File: src/rtl/bridge_arbiter.sv
// Round-robin arbiter sharing one DRAM bridge command port among NUM_REQ requesters.
// One command in flight; a watchdog answers with an error and then drains the late completion.
module bridge_arbiter #(
  parameter int NUM_REQ = 4,
  parameter int TIMEOUT = 1000
) (
  input  logic                  clk,
  input  logic                  rst,
  input  logic [NUM_REQ-1:0]    req_valid,
  input  logic [NUM_REQ-1:0]    req_r_wb,
  input  logic [NUM_REQ*8-1:0]  req_addr,
  input  logic [NUM_REQ*64-1:0] req_data_w,
  output logic [NUM_REQ-1:0]    req_ready,
  output logic [NUM_REQ-1:0]    resp_valid,
  output logic [63:0]           resp_data_r,
  output logic                  resp_err,
  output logic                  C_in_valid,
  output logic                  C_r_wb,
  output logic [7:0]            C_addr,
  output logic [63:0]           C_data_w,
  input  logic                  C_out_valid,
  input  logic [63:0]           C_data_r
);

  localparam int PW = (NUM_REQ > 1) ? $clog2(NUM_REQ) : 1;
  localparam int TW = $clog2(TIMEOUT + 1);

  typedef enum logic [2:0] {
    ST_IDLE  = 3'd0,
    ST_ISSUE = 3'd1,
    ST_WAIT  = 3'd2,
    ST_RESP  = 3'd3,
    ST_FLUSH = 3'd4
  } state_t;

  state_t        state_r, state_nxt_s;
  logic [PW-1:0] ptr_r, grant_r, gsel_s;
  logic          found_s, timeout_s;
  logic          r_wb_r, err_r;
  logic [7:0]    addr_r;
  logic [63:0]   data_w_r, rdata_r;
  logic [TW-1:0] timer_r;

  // (base + step) mod NUM_REQ; both operands are below NUM_REQ so one subtraction suffices
  function automatic logic [PW-1:0] wrap_idx(input logic [PW-1:0] base, input logic [PW:0] step);
    logic [PW+1:0] sum_v;
    sum_v = {2'b00, base} + {1'b0, step};
    if (sum_v >= (PW+2)'(NUM_REQ)) begin
      sum_v = sum_v - (PW+2)'(NUM_REQ);
    end else begin
      sum_v = sum_v;
    end
    return sum_v[PW-1:0];
  endfunction

  assign timeout_s = (timer_r == TW'(TIMEOUT - 1));

  // Round-robin search: scanning from the far end lets the candidate closest to ptr win
  always_comb begin
    found_s = 1'b0;
    gsel_s  = '0;
    for (int k = NUM_REQ - 1; k >= 0; k--) begin
      if (req_valid[wrap_idx(ptr_r, (PW+1)'(k))]) begin
        found_s = 1'b1;
        gsel_s  = wrap_idx(ptr_r, (PW+1)'(k));
      end else begin
        found_s = found_s;
      end
    end
  end

  // Next-state and output decode; everything is held at zero while rst is high
  always_comb begin
    state_nxt_s = ST_IDLE;
    req_ready   = '0;
    resp_valid  = '0;
    resp_data_r = 64'd0;
    resp_err    = 1'b0;
    C_in_valid  = 1'b0;
    C_r_wb      = 1'b0;
    C_addr      = 8'd0;
    C_data_w    = 64'd0;
    if (rst) begin
      state_nxt_s = ST_IDLE;
    end else begin
      case (state_r)
        ST_IDLE: begin
          if (found_s) begin
            req_ready[gsel_s] = 1'b1;
            state_nxt_s       = ST_ISSUE;
          end else begin
            state_nxt_s = ST_IDLE;
          end
        end
        ST_ISSUE: begin
          C_in_valid  = 1'b1;
          C_r_wb      = r_wb_r;
          C_addr      = addr_r;
          C_data_w    = data_w_r;
          state_nxt_s = ST_WAIT;
        end
        ST_WAIT: begin
          if (C_out_valid || timeout_s) begin
            state_nxt_s = ST_RESP;
          end else begin
            state_nxt_s = ST_WAIT;
          end
        end
        ST_RESP: begin
          resp_valid[grant_r] = 1'b1;
          resp_data_r         = rdata_r;
          resp_err            = err_r;
          state_nxt_s         = err_r ? ST_FLUSH : ST_IDLE;
        end
        ST_FLUSH: begin
          state_nxt_s = C_out_valid ? ST_IDLE : ST_FLUSH;
        end
        default: begin
          state_nxt_s = ST_IDLE;
        end
      endcase
    end
  end

  // State, request latches, watchdog timer and captured response
  always_ff @(posedge clk) begin
    if (rst) begin
      state_r  <= ST_IDLE;
      ptr_r    <= '0;
      grant_r  <= '0;
      r_wb_r   <= 1'b0;
      addr_r   <= 8'd0;
      data_w_r <= 64'd0;
      timer_r  <= '0;
      rdata_r  <= 64'd0;
      err_r    <= 1'b0;
    end else begin
      state_r <= state_nxt_s;
      case (state_r)
        ST_IDLE: begin
          if (found_s) begin
            grant_r  <= gsel_s;
            r_wb_r   <= req_r_wb[gsel_s];
            addr_r   <= req_addr[gsel_s*8 +: 8];
            data_w_r <= req_data_w[gsel_s*64 +: 64];
          end
        end
        ST_ISSUE: begin
          timer_r <= '0;
        end
        ST_WAIT: begin
          timer_r <= timer_r + TW'(1);
          // A completion on the timeout cycle still counts as success
          if (C_out_valid) begin
            rdata_r <= r_wb_r ? C_data_r : 64'd0;
            err_r   <= 1'b0;
          end else if (timeout_s) begin
            rdata_r <= 64'd0;
            err_r   <= 1'b1;
          end
        end
        ST_RESP: begin
          ptr_r <= wrap_idx(grant_r, (PW+1)'(1));
        end
        default: begin
          timer_r <= timer_r;
        end
      endcase
    end
  end

endmodule

File: config.mk
export PLATFORM = sky130hd
export DESIGN_NAME = bridge_arbiter
export DESIGN_NICKNAME = d
export VERILOG_FILES = /design/src/rtl/bridge_arbiter.sv
export SDC_FILE = /design/constraint.sdc
export NUM_CORES = 1
export LEC_CHECK = 0
export ABC_AREA = 0
export CAP_MARGIN = 20
export CORE_MARGIN = 8
export CORE_UTILIZATION = 25
export DETAILED_ROUTE_END_ITERATION = 16
export SYNTH_ARGS = -nofsm -noshare
export SYNTH_HDL_FRONTEND = slang
export SYNTH_SLANG_ARGS = --single-unit
File: constraint.sdc
create_clock -name clk -period 2.4 [get_ports clk]
set_input_delay 0.48 -clock clk [delete_from_list [all_inputs] [get_ports clk]]
set_output_delay 0.48 -clock clk [all_outputs]
set_load 0.01 [all_outputs]
==> qor.csv, run 1 <==
stage,metric,value,unit
critical_path,path_max_fanout,6,
critical_path,cp.required,1920,ps
timing,drv_slew,0,
timing,rsz0062_at_grt,yes,
critical_path,endpoint_kind,primary output,
critical_path,critPathKind,reg -> out,
placement,hpwl,35630,µm
yosys,synthTopCellsByArea,"dfxtp_1 34%, and2_1 9.7%, nor4b_1 7.1%, a32oi_1 6.9%, a22oi_1 6.0%",
timing,hold_slack,477.4,ps
yosys,synth_area_per_cell,7.875,µm²
clock_tree,clk_pin_slew,70,ps
die,fp.dieW,207.9,µm
critical_path,crit_slowest_cell,or3b_4,
yosys,yosysWarnings,0,
pwr,max-vdd-ir-drop,499.6,µV
yosys,yosysMostFrequentCell,dfxtp_1,
yosys,synth_area,9206,µm²
yosys,syn-num-nets,1537,
drt,wl,52240,µm
die,initial_core_util,0.2527,
timing,fin_crit_sh,1.043,
drt,vias_per_cell,5.445,
clock_tree,htreeDepth,4,
die,ios,510,
global_routing,antenna_found_initial,12,
final_layout,fill_cells,3538,
placement,numPortBuffers,509,
yosys,yosys.area.top_type_share,0.3370,
critical_path,reg2reg_slack,100,ps
die,fp.dieH,207.9,µm
clock_tree,clockRootBuffer,clkbuf_16,
timing,fmaxAchievable,0.3995,GHz
global_routing,grt_usage,0.2250,
timing,worst_slack,-103.1,ps
final_layout,final_layout_size_suffix_gt1_frac,0.2652,
hold_path,hold_class,reg -> reg,
yosys,synth_cell_types,43,
timing,min_period,2503,ps
yosys,ys_seq_area_frac,0.3370,
yosys,ys.flop_type,dfxtp_1,
drt,vias,11710,
die,rows,70,
clock_tree,cts_made_buffers,17,
yosys,syn_inst,1169,
drt,drc,0,
drt,avgRoutedWirePerCell,24.30,µm
clock_tree,cts_tree,done,
yosys,postSynthRegisterBits,155,
critical_path,startpoint_type,register,
critical_path,arrival,2020,ps
yosys,synth_common_cells,"155 x dfxtp_1, 143 x and2_1, 110 x clkbuf_1",
run_status,violations,negative setup slack,
yosys,synth_area_leader_cell,dfxtp_1,
die,dieArea,43220,µm²
pwr,powerDensity,512.5,nW/µm²
drt,drtAntennaViolNets,0,
global_routing,overflow,0,
placement,placed_cell_area,15010,µm²
flow_run,max-cap-violations,0,
timing,tightest_slew,1005,ps
critical_path,cp_cell_sequence,or3b_4 -> nor2_4 -> buf_12 -> buf_12 -> buf_12 -> buf_6 -> and2_4 -> buf_6,
clock_tree,clock_sinks,155,
run_status,status,"complete, but fails checks",
pwr,p_leak,6.220,nW
clock_tree,cts.path.max_buffers,2,
timing,fin_skew,11.99,ps
final_layout,area_growth,82.59,%
yosys,async_flop_share,0,
timing,slew_headroom,0.3298,
global_routing,grt_max_degree,80,
critical_path,timing.critical_path.mode_cell,buf_12,
placement,gp_congestion,0.8346,
timing,finalSetupViolCount,42,
clock_tree,clk_latency,450,ps
die,core,36430,µm²
global_routing,grt_pass1_wl,76020,µm
global_routing,grt_pass1_vias,11810,
timing,hold_viol_final,0,
drt,drt-pass1-iter-count,5,
final_layout,num-nets-final,2033,
drt,drt-initial-drc-count,890,
yosys,synth-edff-count,0,
critical_path,slowest_delay,410,ps
final_layout,final_area,16810,µm²
-- report_power, final --
part	total [mW]	internal (mW)	switching (mW)
logic	2.68	1.38	1.30
registers	3.02	2.82	0.195
clock network	2.92	1.66	1.26
-- metal layers --
metal | track usage | vias to the layer above | wire, µm
met5 | 0 | - | 83
met4 | 0.06951 | 14 | 1505
met3 | 0.09725 | 91 | 6038
met2 | 0.3692 | 642 | 24440
met1 | 0.2625 | 5610 | 20170
li1 | - | 5349 | -
-- sequential cells by signal, indices dropped and copies added (netlist names) --
name / cells
data_w_r: 64
addr_r: 8
err_r: 1
timer_r: 10
r_wb_r: 1
state_r: 3
rdata_r: 64
ptr_r: 2
grant_r: 2
-- layout make-up --
| type | count | area [µm²] | area share |
|---|---|---|---|
| timing repair buffer | 612 | 6513 | 0.3874 |
| multi-input combinational | 875 | 5967 | 0.3550 |
| sequential | 155 | 3109 | 0.1850 |
| tap | 468 | 585.6 | 0.03483 |
| clock buffer | 21 | 480.5 | 0.02858 |
| clock inverter | 11 | 130.1 | 0.007741 |
| inverter | 4 | 15.01 | 0.0008932 |
| antenna | 4 | 10.01 | 0.0005955 |
-- worst paths after layout --
path | from | to | cells after the start
max | state_r[2]$_SDFF_PP0_ | C_data_w[51] | 8
min | rdata_r[3]$_SDFFE_PP0P_ | rdata_r[3]$_SDFFE_PP0P_ | 2
max reg2reg | ptr_r[0]$_SDFFE_PP0P_ | data_w_r[30]$_SDFFE_PP0P_ | 6
min reg2reg | rdata_r[3]$_SDFFE_PP0P_ | rdata_r[3]$_SDFFE_PP0P_ | 2
-- through the flow --
stage                     utilization  power [mW]  TNS, ps  cells  setup WS, ps
after floorplan                     -       4.140        0   1169         93.26
after global placement         0.4119       5.429   -45100   2071        -667.8
after detailed placement       0.4119       5.452   -46790   2071        -683.0
after CTS                      0.4372       8.556    -8447   2133        -177.1
after global routing           0.4613       8.974   -10860   2149        -200.5
final                          0.4614       8.615    -1188   2150        -103.1
-- critical path: cells and delay by family (launching register included) --
kind	cells	cell delay, ps
flops	1	330
simple gates	3	690
buf+inv	5	550
-- layout by cell type, fill, tap and decap left out, drive strengths merged, types with 64 or more instances in the layout --
cell type / netlist / layout
a31oi: 75 / 75
and2: 144 / 144
a22oi: 74 / 74
o21ai: 140 / 140
a32oi: 73 / 73
nand3: 69 / 69
nand2b: 64 / 64
nor4b: 75 / 75
nand2: 85 / 85
buf: 25 / 248
dfxtp: 155 / 155
clkdlybuf4s50: 0 / 357
-- cells by family (layout without fill, tap and decap cells) --
group | count (synthesis) | after routing | synth area share
simple gates | 488 | 488 | 0.3168
compound gates | 377 | 377 | 0.2686
flops | 155 | 155 | 0.3370
buf+inv | 139 | 648 | 0.06483
fa+ha+maj | 5 | 5 | 0.006795
mux | 5 | 5 | 0.005980
other cells | 0 | 4 | 0
-- timing repair --
item                                    CTS  global route
endpoints found under the setup margin  220           157
cloned                                    7             6
gates resized for setup                 635           335
pin swaps                                17            64
hold buffers                              0             0
setup buffers                            26            13
No activity file was read; power rests on OpenSTA's default activity.
==> run 2: changes to the inputs <==
--- a/config.mk
+++ b/config.mk
@@ -9,7 +9,10 @@
 export CAP_MARGIN = 20
 export CORE_MARGIN = 8
 export CORE_UTILIZATION = 25
+export CTS_CLUSTER_DIAMETER = 60
 export DETAILED_ROUTE_END_ITERATION = 16
+export RECOVER_POWER = 100
+export SLEW_MARGIN = 20
 export SYNTH_ARGS = -nofsm -noshare
 export SYNTH_HDL_FRONTEND = slang
 export SYNTH_SLANG_ARGS = --single-unit
==> run 2 against run 1 <==
The flow still finishes with violations (negative setup slack). Sequential cell count unchanged. Register-to-register slack got worse by 110 ps. Cell area is 0.31% lower. Sequential share of layout area up 0.057 points. Utilization down 0.14 points. First-iteration DRC count shrank 9.1%. Clock power is essentially flat. Critical path depth unchanged. Sequential power about the same. Final cell count unchanged. Largest cell class unchanged. Worst setup slack gained 1.1 ps.
==> qor.csv, run 2 (synthesis gave the netlist of run 1 again) <==
stage,metric,value,unit
die,fp.dieH,207.9,µm
drt,vias_per_cell,5.457,
die,initial_core_util,0.2527,
global_routing,antenna_found_initial,12,
clock_tree,clk_latency,450,ps
global_routing,grt_pass1_wl,76020,µm
final_layout,area_growth,82.03,%
clock_tree,clockRootBuffer,clkbuf_16,
drt,avgRoutedWirePerCell,24.37,µm
critical_path,path_max_fanout,6,
timing,fin_crit_sh,1.043,
placement,hpwl,35630,µm
timing,finalSetupViolCount,40,
die,dieArea,43220,µm²
clock_tree,cts_made_buffers,17,
timing,min_period,2502,ps
clock_tree,clk_pin_slew,70,ps
global_routing,grt_usage,0.2250,
global_routing,grt_max_degree,80,
drt,drc,0,
final_layout,layout_commonest_cell,clkdlybuf4s50_1,
run_status,status,"complete, but fails checks",
die,ios,510,
clock_tree,clock_sinks,155,
timing,fin_skew,9.560,ps
die,core,36430,µm²
hold_path,hold_class,reg -> reg,
timing,drv_slew,0,
final_layout,final_cell_mix,"357 x clkdlybuf4s50_1, 150 x dfxtp_1, 149 x buf_6, 127 x and2_4, 83 x nand2_1",
critical_path,arrival,2020,ps
critical_path,critPathKind,reg -> out,
final_layout,num-nets-final,2033,
flow_run,max-cap-violations,0,
die,rows,70,
run_status,violations,negative setup slack,
drt,wl,52410,µm
timing,fin_tns_setup,-1141,ps
critical_path,startpoint_type,register,
critical_path,reg2reg_slack,-10,ps
placement,gp_congestion,0.8346,
global_routing,overflow,0,
timing,hold_viol_final,0,
global_routing,grt_pass1_vias,11810,
final_layout,fill_cells,3548,
pwr,powerDensity,512.6,nW/µm²
placement,numPortBuffers,509,
timing,worst_slack,-102.1,ps
final_layout,final_area,16760,µm²
clock_tree,htreeDepth,4,
clock_tree,cts_tree,done,
pwr,max-vdd-ir-drop,495.0,µV
clock_tree,cts_hold_buf,0,
drt,drt-pass1-iter-count,5,
final_layout,final_layout_size_suffix_gt1_frac,0.2622,
die,fp.dieW,207.9,µm
placement,placed_cell_area,15010,µm²
pwr,power,8.590,mW
timing,slew_headroom,0.3319,
final_layout,top_regs,"data_w_r (64), rdata_r (64), timer_r (10)",
clock_tree,cts.path.max_buffers,2,
drt,vias,11730,
critical_path,endpoint_kind,primary output,
timing,fmaxAchievable,0.3997,GHz
drt,drt-initial-drc-count,809,
drt,drtAntennaViolNets,0,
critical_path,cp.required,1920,ps
pwr,p_leak,6.190,nW
timing,rsz0062_at_grt,yes,
timing,tightest_slew,1002,ps
timing,hold_slack,476.8,ps
run 2: cell count changes in the layout (fill, tap and decap cells not counted), sizes merged:
| cell | change |
|---|---|
| buf | -16 |
| clkbuf | +16 |
run 2: layout make-up:
class | count | area, µm² | area share
antenna | 4 | 10.01 | 0.0005973
sequential | 155 | 3109 | 0.1855
multi-input combinational | 875 | 5967 | 0.3561
inverter | 4 | 15.01 | 0.0008959
tap | 468 | 585.6 | 0.03494
clock inverter | 11 | 130.1 | 0.007765
clock buffer | 21 | 480.5 | 0.02867
timing repair buffer | 612 | 6461 | 0.3855
run 2: critical path: stages (launching register included):
cell and delay [ps]:
dfxtp_2 330, or3b_4 410, nor2_4 150, buf_12 150, buf_12 120, buf_12 110
buf_6 90, and2_4 130, buf_6 90
run 2: per-stage QoR:
step | setup slack [ps] | utilization | instances
2_1_floorplan | 93.26 | - | 1169
3_3_place_gp | -667.8 | 0.4119 | 2071
3_5_place_dp | -683.0 | 0.4119 | 2071
4_1_cts | -177.1 | 0.4372 | 2133
5_1_grt | -200.5 | 0.4599 | 2149
6_report | -102.1 | 0.4600 | 2150
run 2: what timing repair did:
action / in CTS / in global routing
endpoints found under the setup margin: 220 / 157
resized for setup: 635 / 335
pin swaps: 17 / 64
setup buffers: 26 / 13
cloned: 7 / 6
hold endpoints to repair: 0 / 0
run 2: power breakdown:
part	internal, mW	leakage [nW]	switching [mW]
combinational	1.37	4.62	1.30
sequential	2.82	1.27	0.195
clock	1.66	0.301	1.25
run 2: path summary, 6_finish.rpt:
check	end	depth (start not counted)	start
min	rdata_r[11]$_SDFFE_PP0P_	2	rdata_r[11]$_SDFFE_PP0P_
max reg2reg	data_w_r[30]$_SDFFE_PP0P_	11	state_r[2]$_SDFF_PP0_
max	C_data_w[51]	8	state_r[2]$_SDFF_PP0_
min reg2reg	rdata_r[11]$_SDFFE_PP0P_	2	rdata_r[11]$_SDFFE_PP0P_
run 2: metal layers:
layer	track usage	part of all wire	vias up	routed length [µm]
met4	0.06951	0.030	14	1571
met1	0.2625	0.39	5648	20270
li1	-	-	5345	-
met5	0	0.0017	-	89
met3	0.09725	0.11	96	5999
met2	0.3692	0.47	629	24480
